<file path="config.mk">
export PLATFORM = sky130hd
export DESIGN_NAME = mul_serial_ctrl
export DESIGN_NICKNAME = d
export VERILOG_FILES = /design/src/rtl/mul_serial_pkg.sv /design/src/rtl/mul_border.sv /design/src/rtl/mul_serial_ctrl.sv
export SDC_FILE = /design/constraint.sdc
export NUM_CORES = 1
export LEC_CHECK = 0
export CORE_UTILIZATION = 45
export CTS_BUF_LIST = sky130_fd_sc_hd__clkbuf_4 sky130_fd_sc_hd__clkbuf_8 sky130_fd_sc_hd__clkbuf_16
export CTS_CLUSTER_SIZE = 24
export DETAILED_ROUTE_END_ITERATION = 8
export PLACE_DENSITY_LB_ADDON = 0.2
export SKIP_CTS_REPAIR_TIMING = 1
export SLEW_MARGIN = 20
export SYNTH_ARGS = -nofsm -noshare
export SYNTH_HDL_FRONTEND = slang
export SYNTH_HIERARCHICAL = 1
export SYNTH_SLANG_ARGS = --single-unit
</file>
<file path="constraint.sdc">
create_clock -name clk -period 6.5 [get_ports clk]
set_input_delay 1.3 -clock clk [delete_from_list [all_inputs] [get_ports clk]]
set_output_delay 1.3 -clock clk [all_outputs]
set_load 0.01 [all_outputs]
</file>
<file path="src/rtl/mul_serial_pkg.sv">
// Shared types for the serial multiplier lane sequencer.
// State encoding and product-width helper.
package mul_serial_pkg;

  typedef enum logic [1:0] {
    IDLE = 2'd0,
    CLR  = 2'd1,
    RUN  = 2'd2,
    DONE = 2'd3
  } state_e;

  function automatic int prod_w(input int w);
    return 2 * w;
  endfunction

endpackage

</file>
<file path="src/rtl/mul_border.sv">
// Bit-index stepper for one serial multiplier lane.
// Emits the sign-extended partial product for the current index.
module mul_border
  import mul_serial_pkg::*;
#(
  parameter int WIDTH = 8,
  parameter int DEPTH = 3
) (
  input  logic                       clk,
  input  logic                       rst_n,
  input  logic                       en,
  input  logic                       clr,
  input  logic [WIDTH-1:0]           i_data0,
  input  logic [WIDTH-1:0]           i_data1,
  input  logic [DEPTH-1:0]           i_idx,
  output logic [prod_w(WIDTH)-1:0]   o_data,
  output logic [DEPTH-1:0]           o_idx
);

  logic [DEPTH-1:0] idx_q;
  logic [DEPTH-1:0] idx_d;

  // next index: load on clr, advance on en
  always_comb begin
    idx_d = idx_q;
    if (clr) begin
      idx_d = i_idx;
    end else if (en) begin
      idx_d = idx_q + 1'b1;
    end
  end

  // index register
  always_ff @(posedge clk or negedge rst_n) begin
    if (!rst_n) begin
      idx_q <= '0;
    end else begin
      idx_q <= idx_d;
    end
  end

  // partial product: multiplicand gated by the selected multiplier bit
  always_comb begin
    o_data = '0;
    if (i_data0[idx_q]) begin
      o_data = {{WIDTH{i_data1[WIDTH-1]}}, i_data1};
    end
  end

  assign o_idx = idx_q;

endmodule

</file>
<file path="src/rtl/mul_serial_ctrl.sv">
// Sequencer for one bit-serial signed multiplier lane.
// Optional early termination: MUL_SERIAL_CTRL_EARLY_TERM_EN.
module mul_serial_ctrl
  import mul_serial_pkg::*;
#(
  parameter int WIDTH = 8,
  parameter int DEPTH = 3
) (
  input  logic                   clk,
  input  logic                   rst_n,
  input  logic                   in_valid,
  output logic                   in_ready,
  input  logic [WIDTH-1:0]       in_a,
  input  logic [WIDTH-1:0]       in_b,
  output logic                   out_valid,
  input  logic                   out_ready,
  output logic [2*WIDTH-1:0]     out_prod,
  output logic                   busy
);

  localparam int PW = prod_w(WIDTH);
  localparam logic [DEPTH-1:0] LAST = DEPTH'(WIDTH - 1);

  state_e                  state_q, state_d;
  logic [WIDTH-1:0]        a_q, a_d;
  logic [WIDTH-1:0]        b_q, b_d;
  logic signed [PW-1:0]    acc_q, acc_d;
  logic [DEPTH-1:0]        cnt_q, cnt_d;
  logic                    en;
  logic                    clr;
  logic [PW-1:0]           pp;
  logic [DEPTH-1:0]        idx;
  logic signed [PW-1:0]    pp_sh;
  logic                    last;
  logic                    finish;

  mul_border #(
    .WIDTH (WIDTH),
    .DEPTH (DEPTH)
  ) u_border (
    .clk     (clk),
    .rst_n   (rst_n),
    .en      (en),
    .clr     (clr),
    .i_data0 (a_q),
    .i_data1 (b_q),
    .i_idx   ('0),
    .o_data  (pp),
    .o_idx   (idx)
  );

  assign pp_sh = signed'(pp) << cnt_q;
  assign last  = (cnt_q == LAST);

`ifdef MUL_SERIAL_CTRL_EARLY_TERM_EN
  logic [WIDTH-1:0] a_hi;
  assign a_hi   = (a_q >> cnt_q) >> 1;
  assign finish = last || (a_hi == '0);
`else
  assign finish = last;
`endif

  // next-state, datapath update and border controls
  always_comb begin
    state_d = state_q;
    a_d     = a_q;
    b_d     = b_q;
    acc_d   = acc_q;
    cnt_d   = cnt_q;
    en      = 1'b0;
    clr     = 1'b0;
    unique case (state_q)
      IDLE: begin
        if (in_valid) begin
          a_d     = in_a;
          b_d     = in_b;
          acc_d   = '0;
          state_d = CLR;
        end
      end
      CLR: begin
        clr     = 1'b1;
        cnt_d   = '0;
        state_d = RUN;
      end
      RUN: begin
        en    = 1'b1;
        acc_d = last ? acc_q - pp_sh : acc_q + pp_sh;
        if (finish) begin
          state_d = DONE;
        end else begin
          cnt_d = cnt_q + 1'b1;
        end
      end
      DONE: begin
        if (out_ready) begin
          state_d = IDLE;
        end
      end
      default: state_d = IDLE;
    endcase
  end

  // state and datapath registers
  always_ff @(posedge clk or negedge rst_n) begin
    if (!rst_n) begin
      state_q <= IDLE;
      a_q     <= '0;
      b_q     <= '0;
      acc_q   <= '0;
      cnt_q   <= '0;
    end else begin
      state_q <= state_d;
      a_q     <= a_d;
      b_q     <= b_d;
      acc_q   <= acc_d;
      cnt_q   <= cnt_d;
    end
  end

  assign in_ready  = (state_q == IDLE);
  assign out_valid = (state_q == DONE);
  assign busy      = (state_q == CLR) || (state_q == RUN);
  assign out_prod  = (state_q == DONE) ? acc_q : '0;

`ifndef SYNTHESIS
  a_idx_track: assert property (
    @(posedge clk) disable iff (!rst_n)
    (state_q == RUN) |-> (idx == cnt_q)
  );
`endif

endmodule
</file>
# After elaboration in Yosys (flattened, before gate mapping)
# Index checks and enable logic that the tools add are counted.
# word_totals
reg_bits,40
# op_classes
n_addsub,4
magnitude_cmp,1
n_eq_ne,8
shift,1
n_mux,17
reduce_logical,9
# ops
operator,count
$mux 16,4
$pmux 16 s2,1
$add 16x16->16,1
$shl 16x3->16,1
$sub 16x16->16,1
$mux 3,3
$pmux 2 s4,1
$add 3x1->3 const B,2
$mux 2,3
$ne 2x2->1 const B,3
$pmux 3 s2,1
$reduce_and 2->1,3
$reduce_bool 2->1,3
$eq 2x2->1 const B,2
$lt 3x4->1 const B,1
$bmux 1 s3,1
$eq 3x3->1 const B,1
$mux 1,3
$reduce_and 3->1,1
$eq 2x1->1 const B,1
$logic_not 2->1,1
$ne 2x1->1 const B,1
$logic_or 1x1->1,1

# Depth between registers and ports, before layout
# Gate-level depths: netlist of the first run.
# depth
word_depth,7
ltp_mapped,23
mapped_depth_nobuf,21

# Hierarchy
# The synthesis of the first run kept the hierarchy.
# by_module_without_submodules
mod,n_inst,cells_per_inst,area_each_um2,seq_area_each_um2
mul_serial_ctrl,1,361,3259.4,925.9
mul_border,1,49,395.4,75.1

# Least setup slack after synthesis of the first run
# No wires, ideal clock.
# synth_timing
kind,register -> register
startpoint,"reg u_border.idx_q[0], in the netlist u_border/o_idx[0]"
endpoint,reg acc_q[15]
setup_ns,0.119
arrival_time_ns,4.377
setup_slack_ns,2.004
stages_incl_launch_ff,22
path_buffers,2
period_less_slack_ns,4.496
path_cell_list,dfrtp_1 > buf_6 > mux2i_1 > a22o_4 > nor3_1 > mux2i_1 > mux2_2 > o21ai_0 > nor2_1 > o21ai_0 > xnor2_1 > ha_1 > clkbuf_1 > a21o_1 > a21oi_1 > nand2_1 > o2111ai_1 > nand3_1 > o41ai_1 > xnor2_1 > o21ai_1 > nor2b_1
# synth_between
elab_chain_len,7
word_cells_on_any_way,8
classes_between,add/sub (2); shift (1); mux (5)
# synth_rtl
item,line,rtl
from (decl),mul_border.sv:20,logic [DEPTH-1:0] idx_q;
from (signal assigned),mul_border.sv:38,idx_q <= idx_d;
$bmux 1 s3 (*),mul_border.sv:45,if (i_data0[idx_q]) begin
$mux 1 (not written as such) (*),mul_border.sv:45,
$mux 16 (*),mul_border.sv:45,
named net pp[7],mul_serial_ctrl.sv:31,logic [PW-1:0] pp;
$shl 16x3->16 (*),mul_serial_ctrl.sv:52,assign pp_sh = signed'(pp) << cnt_q;
$add 16x16->16 / $sub 16x16->16 (equally long branches),mul_serial_ctrl.sv:88,acc_d = last ? acc_q - pp_sh : acc_q + pp_sh;
$mux 16 (*),mul_serial_ctrl.sv:88,
$pmux 16 s2 (*),mul_serial_ctrl.sv:72,unique case (state_q)
to (signal assigned),mul_serial_ctrl.sv:110,acc_q <= '0;
to (signal assigned),mul_serial_ctrl.sv:116,acc_q <= acc_d;
to (decl),mul_serial_ctrl.sv:27,"logic signed [PW-1:0] acc_q, acc_d;"
# Mark *: on every way through the listed nets, which the timed path passes. The rest lies on a longest branch. The select of a mux whose other input is x is not followed.
# A chain may end at the register's enable or synchronous reset.

# Worst setup path after layout of the first run
# Ends and elaborated chain as after synthesis.

==> flow_metrics.env, run 1 <==
export IMPL_dieArea_um2=8486
export IMPL_grt_use_total_pct=19.08
export IMPL_final_area_um2=4158
export IMPL_ys_seq_area_share_pct=27.39
export IMPL_cts_buffer_depth=2
export IMPL_fp_dieH_um=92.12
export IMPL_report_final_slew_viol_count=0
export IMPL_fin_worst_skew_ps=14.82
export IMPL_synth_most_common_cell="nand2_1"
export IMPL_rr_worst_depth=19
export IMPL_place_area_um2=4035
export IMPL_netlist_area_um2=3655
export IMPL_insertion_delay_ps=300
export IMPL_cts_buffers=5
export IMPL_grt_pass1_wl_um=13110
export IMPL_synth_top_cell_area_share_pct=27.39
export IMPL_grt_max_degree=41
export IMPL_clkTransAtPathRegs_ps=80
export IMPL_initialDrtViolationCount=106
export IMPL_setup_viol=0
export IMPL_yosys_warnings=6
export IMPL_hold_class="flop to flop"
export IMPL_hp_start="a_q[2]$_DFFE_PN0P_"
export IMPL_grt_pass1_vias=2801
export IMPL_fin_util_pct=53.25
export IMPL_dr_total_vias=2892
export IMPL_multiInputGateArea_um2=2422
export IMPL_fin_crit_sh_pct=73.38
export IMPL_antenna_found_initial=0
export IMPL_gr_total_overflow=0
export IMPL_num_rows=32
export IMPL_critPathLaunchType="flop"
export IMPL_synth_flop_cell="dfrtp_1"
export IMPL_first_pass_iters=4
export IMPL_die_x_um=92.12
export IMPL_rrSetupSlack_ps=1730
export IMPL_finalCriticalPeriod_ps=4770
export IMPL_outcome="completed"
export IMPL_min_path_cells=1
export IMPL_cp_max_fo=8
export IMPL_r2r_end="acc_q[15]$_DFFE_PN0P_"
export IMPL_htreeDepth=2
export IMPL_tightest_slew_ps=912.1
export IMPL_core_area_um2=7807
export IMPL_route_detailed_drc=0
export IMPL_place_hpwl_um=5555
export IMPL_endpoint_kind="flop"
export IMPL_portBuffers=38
export IMPL_synth_cell_type_count=57
export IMPL_fin_nets=477
export IMPL_whs_ps=510.2
export IMPL_hold_violations=0
export IMPL_cts_tree="built"
export IMPL_n_antenna_cell=0
export IMPL_routed_wl_um=7249
export IMPL_synth_async_reset_ratio_pct=100.0
export IMPL_area_growth_pct=13.76
export IMPL_r2r_start="u_border/o_idx[0]$_DFFE_PN0P_"
export IMPL_crit_type="flop to flop"
export IMPL_yosys_top_cells_area="dfrtp_1 27%, ha_1 7.9%, mux2_2 7.7%"
export IMPL_syn_area_per_cell_um2=8.914
export IMPL_initial_core_util_pct=46.81
export IMPL_synthCells=410
export IMPL_maxCapViolCount=0
export IMPL_detail_route_antenna_nets=0
export IMPL_relSlewSlack_pct=39.19
export IMPL_yosys_area_top_type="dfrtp_1"
export IMPL_num_io_pins=39
export IMPL_synth_edf_count=0
export IMPL_synth_commonest_cells="42 x nand2_1, 40 x dfrtp_1, 30 x o21ai_0, 28 x nor2_1, 25 x mux2_2"
export IMPL_avgRoutedWirePerCell_um=13.52
export IMPL_root_buffer="clkbuf_8"
export IMPL_worstPathRequired_ps=6690
export IMPL_clock_fmax_mhz=209.7
export IMPL_clock_sinks=40
export IMPL_rsz0062_at_grt="false"
export IMPL_holdPathEnd="a_q[2]$_DFFE_PN0P_"
export IMPL_ys_ff_latch=40
export IMPL_critPathArrivalTime_ps=4960
export IMPL_gp_congestion=0.8034
export IMPL_nFillCells=725
export IMPL_setup_tns_ps=0
export IMPL_layout_drive_gt1_share_pct=11.75
export IMPL_viasPerCell=5.396
export IMPL_regArea_um2=1002
kinds of logic after synthesis:
family / Yosys count / synth area share, %
other: 1 / 0.1026
XOR/XNOR: 29 / 6.950
adder cells (fa/ha/maj): 24 / 8.422
AO/OA/AOI/OAI: 83 / 15.10
AND/OR/NAND/NOR: 131 / 17.12
flip-flops: 40 / 27.39
buffers and inverters: 51 / 6.675
multiplexers: 51 / 18.25
routing by layer:
layer | global-route usage, % | vias to the layer above | share of wire, %
li1 | - | 1477 | -
met1 | 25.49 | 1354 | 49
met5 | 0 | - | 0
met3 | 2.902 | 10 | 2.6
met2 | 31.90 | 51 | 47
met4 | 5.469 | 0 | 1.5
placed cells by master (no fill, tap or decap), drive strengths merged, types with 13 or more instances in the layout:
master         instances
a21oi                 18
and2                  17
clkdlybuf4s50         37
dfrtp                 40
ha                    23
inv                   24
mux2                  27
mux2i                 16
nand2                 42
nor2                  28
nor3                  14
o21ai                 31
xnor2                 16
xor2                  13
final cells by class:
| cell class | count | share of cell area, % |
|---|---|---|
| timing repair buffer | 40 | 9.389 |
| clock buffer | 6 | 1.986 |
| inverter | 25 | 2.257 |
| tap | 102 | 3.070 |
| sequential | 40 | 24.10 |
| multi-input combinational | 321 | 58.26 |
| clock inverter | 2 | 0.9329 |
per-stage QoR:
step	instances	setup WS [ps]
after floorplan	412	2004
after global placement	528	1831
after detailed placement	528	1784
after CTS	536	1709
after global routing	536	1279
final	536	1730
flip-flops by register name, indices dropped and copies added (netlist names):
signal / flops
acc_q: 16
a_q: 8
b_q: 8
cnt_q: 3
u_border/o_idx: 3
state_q: 2
worst max path at each step:
| stage | cells after the start | slack, ps | startpoint | end |
|---|---|---|---|---|
| finish | 19 | 1730 | u_border/o_idx[0]$_DFFE_PN0P_ | acc_q[15]$_DFFE_PN0P_ |
| global placement | 16 | 1830 | cnt_q[0]$_DFFE_PN0P_ | acc_q[15]$_DFFE_PN0P_ |
| detailed placement | 16 | 1780 | cnt_q[0]$_DFFE_PN0P_ | acc_q[15]$_DFFE_PN0P_ |
| CTS | 16 | 1710 | cnt_q[0]$_DFFE_PN0P_ | acc_q[15]$_DFFE_PN0P_ |
| global route | 18 | 1280 | u_border/o_idx[0]$_DFFE_PN0P_ | acc_q[14]$_DFFE_PN0P_ |
| floorplan | 21 | 2000 | u_border/o_idx[0]$_DFFE_PN0P_ | acc_q[15]$_DFFE_PN0P_ |
worst max-delay path, stage by stage (launching register included):
cell and delay (ps):
dfrtp_1 520, mux2_4 340, o22ai_4 250, nor3_1 160, mux4_1 550, a21oi_1 310
a21oi_1 110, nor2_1 220, o21ai_0 160, xnor2_1 180, ha_1 370, a21o_1 210
a21oi_1 170, nand2_1 90, o2111ai_1 170, nand3_1 120, o41ai_1 330, xnor2_1 180
o21ai_1 70, nor2b_1 140
Power of run 1 is left out: the tool's default activity adds up to more than one toggle a clock period on the data nets, which glitch-free logic cannot reach.
==> inputs of run 2 (changes only) <==
==> constraint.sdc (replaced) <==
create_clock -name clk -period 4.7 [get_ports clk]
set_input_delay 0.94 -clock clk [delete_from_list [all_inputs] [get_ports clk]]
set_output_delay 0.94 -clock clk [all_outputs]
set_load 0.01 [all_outputs]
==> run 2 against run 1 <==
  * Global-route usage down 0.80 points
  * Final cell count up 3.7%
  * Flip-flop and latch count unchanged
  * Hold slack worse by 5.1 ps
  * Clock skew down 6.3 ps
  * Core utilization up 3.6 points
  * Highest routed layer unchanged
==> flow_metrics.env, run 2 (same netlist as run 1, synthesis figures left out) <==
export IMPL_grt_pass1_vias=2772
export IMPL_routed_top_layer="met4"
export IMPL_report_final_slew_viol_count=0
export IMPL_maxCapViolCount=0
export IMPL_largest_register="acc_q"
export IMPL_area_growth_pct=21.40
export IMPL_root_buffer="clkbuf_8"
export IMPL_fin_worst_skew_ps=8.488
export IMPL_setup_viol=0
export IMPL_fin_util_pct=56.83
export IMPL_first_pass_iters=6
export IMPL_hp_start="acc_q[0]$_DFFE_PN0P_"
export IMPL_mostFrequentLayoutCell="nand2_1"
export IMPL_holdPathEnd="acc_q[0]$_DFFE_PN0P_"
export IMPL_fin_nets=497
export IMPL_core_area_um2=7807
export IMPL_endpoint_kind="flop"
export IMPL_relSlewSlack_pct=41.25
export IMPL_cp_max_fo=8
export IMPL_rsz0062_at_grt="true"
export IMPL_gr_total_overflow=0
export IMPL_rrSetupSlack_ps=130
export IMPL_layout_common_cells="42 x nand2_1, 39 x dfrtp_1, 37 x clkdlybuf4s50_1"
export IMPL_grt_pass1_wl_um=12560
export IMPL_viasPerCell=5.331
export IMPL_routed_wl_um=7416
export IMPL_gp_congestion=0.8817
export IMPL_crit_type="flop to flop"
export IMPL_num_io_pins=39
export IMPL_reg_top3="acc_q: 16 flops, a_q: 8 flops, b_q: 8 flops"
export IMPL_hold_violations=0
export IMPL_cts_buffer_depth=2
export IMPL_initial_core_util_pct=46.81
export IMPL_placed_cells=537
export IMPL_wl_met1_um=3426
export IMPL_largest_reg_flops=16
export IMPL_cts_buffers=5
export IMPL_n_antenna_cell=0
export IMPL_min_path_cells=2
export IMPL_critPathArrivalTime_ps=4760
export IMPL_antenna_found_initial=0
export IMPL_grt_use_total_pct=18.28
export IMPL_finalCriticalPeriod_ps=4566
export IMPL_route_detailed_drc=0
export IMPL_num_rows=32
export IMPL_cts_tree="built"
export IMPL_critPathLaunchType="flop"
export IMPL_fp_dieH_um=92.12
export IMPL_grt_max_degree=41
export IMPL_avgRoutedWirePerCell_um=13.34
export IMPL_initialDrtViolationCount=94
export IMPL_dr_total_vias=2964
export IMPL_r2r_start="u_border/o_idx[0]$_DFFE_PN0P_"
export IMPL_insertion_delay_ps=300
export IMPL_dieArea_um2=8486
export IMPL_die_x_um=92.12
export IMPL_outcome="completed"
export IMPL_final_cells=556
export IMPL_layout_drive_gt1_share_pct=19.60
export IMPL_portBuffers=38
export IMPL_clkTransAtPathRegs_ps=90
export IMPL_clock_fmax_mhz=219.0
export IMPL_tightest_slew_ps=881.2
export IMPL_rr_worst_depth=19
export IMPL_worstPathRequired_ps=4890
export IMPL_met2_length_um=3680
export IMPL_place_hpwl_um=5611
export IMPL_hold_class="flop to flop"
export IMPL_detail_route_antenna_nets=0
export IMPL_clock_sinks=40
export IMPL_wl_met3_um=217
export IMPL_htreeDepth=2
export IMPL_r2r_end="acc_q[15]$_DFFE_PN0P_"
export IMPL_fin_crit_sh_pct=97.14
run 2: cell types whose count changed in the layout (fill, tap and decap cells not counted), sizes merged:
cell      previous run  this run
buf                  3        23
clkbuf               6         5
clkinv               2         1
clkinvlp             0         1
inv                 24        25
run 2: layout make-up:
class	instances	area, um2
flip-flops and latches	40	1002
multi-input cells	321	2545
repair buffers	60	553.0
clock inverters	3	46.29
clock buffers	5	68.82
fillers	713	3371
well taps	102	127.6
inverters	25	93.84
run 2: worst max-delay path: stages, from the launching register on:
cell	delay (ps)
dfrtp_2	470
mux2_4	330
o22ai_4	190
buf_12	160
nor3_2	70
mux4_2	490
or2_4	270
o41ai_4	310
o2111a_2	290
nor2_1	60
xnor2_1	210
ha_2	330
nand4_1	120
nand2_1	70
o2111ai_1	190
nand3_1	140
o41ai_2	340
xnor2_1	200
o21ai_1	90
nor2b_1	130
run 2: worst max-delay path by stage:
stage / depth (start not counted) / end / from / slack [ps]
4_1_cts: 18 / acc_q[15]$_DFFE_PN0P_ / u_border/o_idx[0]$_DFFE_PN0P_ / -8
2_1_floorplan: 21 / acc_q[15]$_DFFE_PN0P_ / u_border/o_idx[0]$_DFFE_PN0P_ / 200
3_3_place_gp: 18 / acc_q[15]$_DFFE_PN0P_ / u_border/o_idx[0]$_DFFE_PN0P_ / 140
3_5_place_dp: 18 / acc_q[15]$_DFFE_PN0P_ / u_border/o_idx[0]$_DFFE_PN0P_ / 30
5_1_grt: 20 / acc_q[15]$_DFFE_PN0P_ / u_border/o_idx[0]$_DFFE_PN0P_ / -90
6_report: 19 / acc_q[15]$_DFFE_PN0P_ / u_border/o_idx[0]$_DFFE_PN0P_ / 130
run 2: metal layers:
layer	up-vias	track usage, %
met5	-	0
met4	0	4.427
met3	11	2.819
met2	62	32.65
met1	1371	23.00
li1	1520	-
run 2: per-stage QoR:
stage                     setup slack [ps]  TNS, ps  cell area [um2]  hold slack, ps
after global routing                -94.45   -146.2             4437           525.6
final                                134.2        0             4437           505.2
after CTS                           -8.209   -8.209             4218           510.6
after global placement               135.0        0             4103           490.6
after floorplan                      203.9        0             3662           463.2
after detailed placement             25.38        0             4103           490.7
Power of run 2 is left out for the same reason.
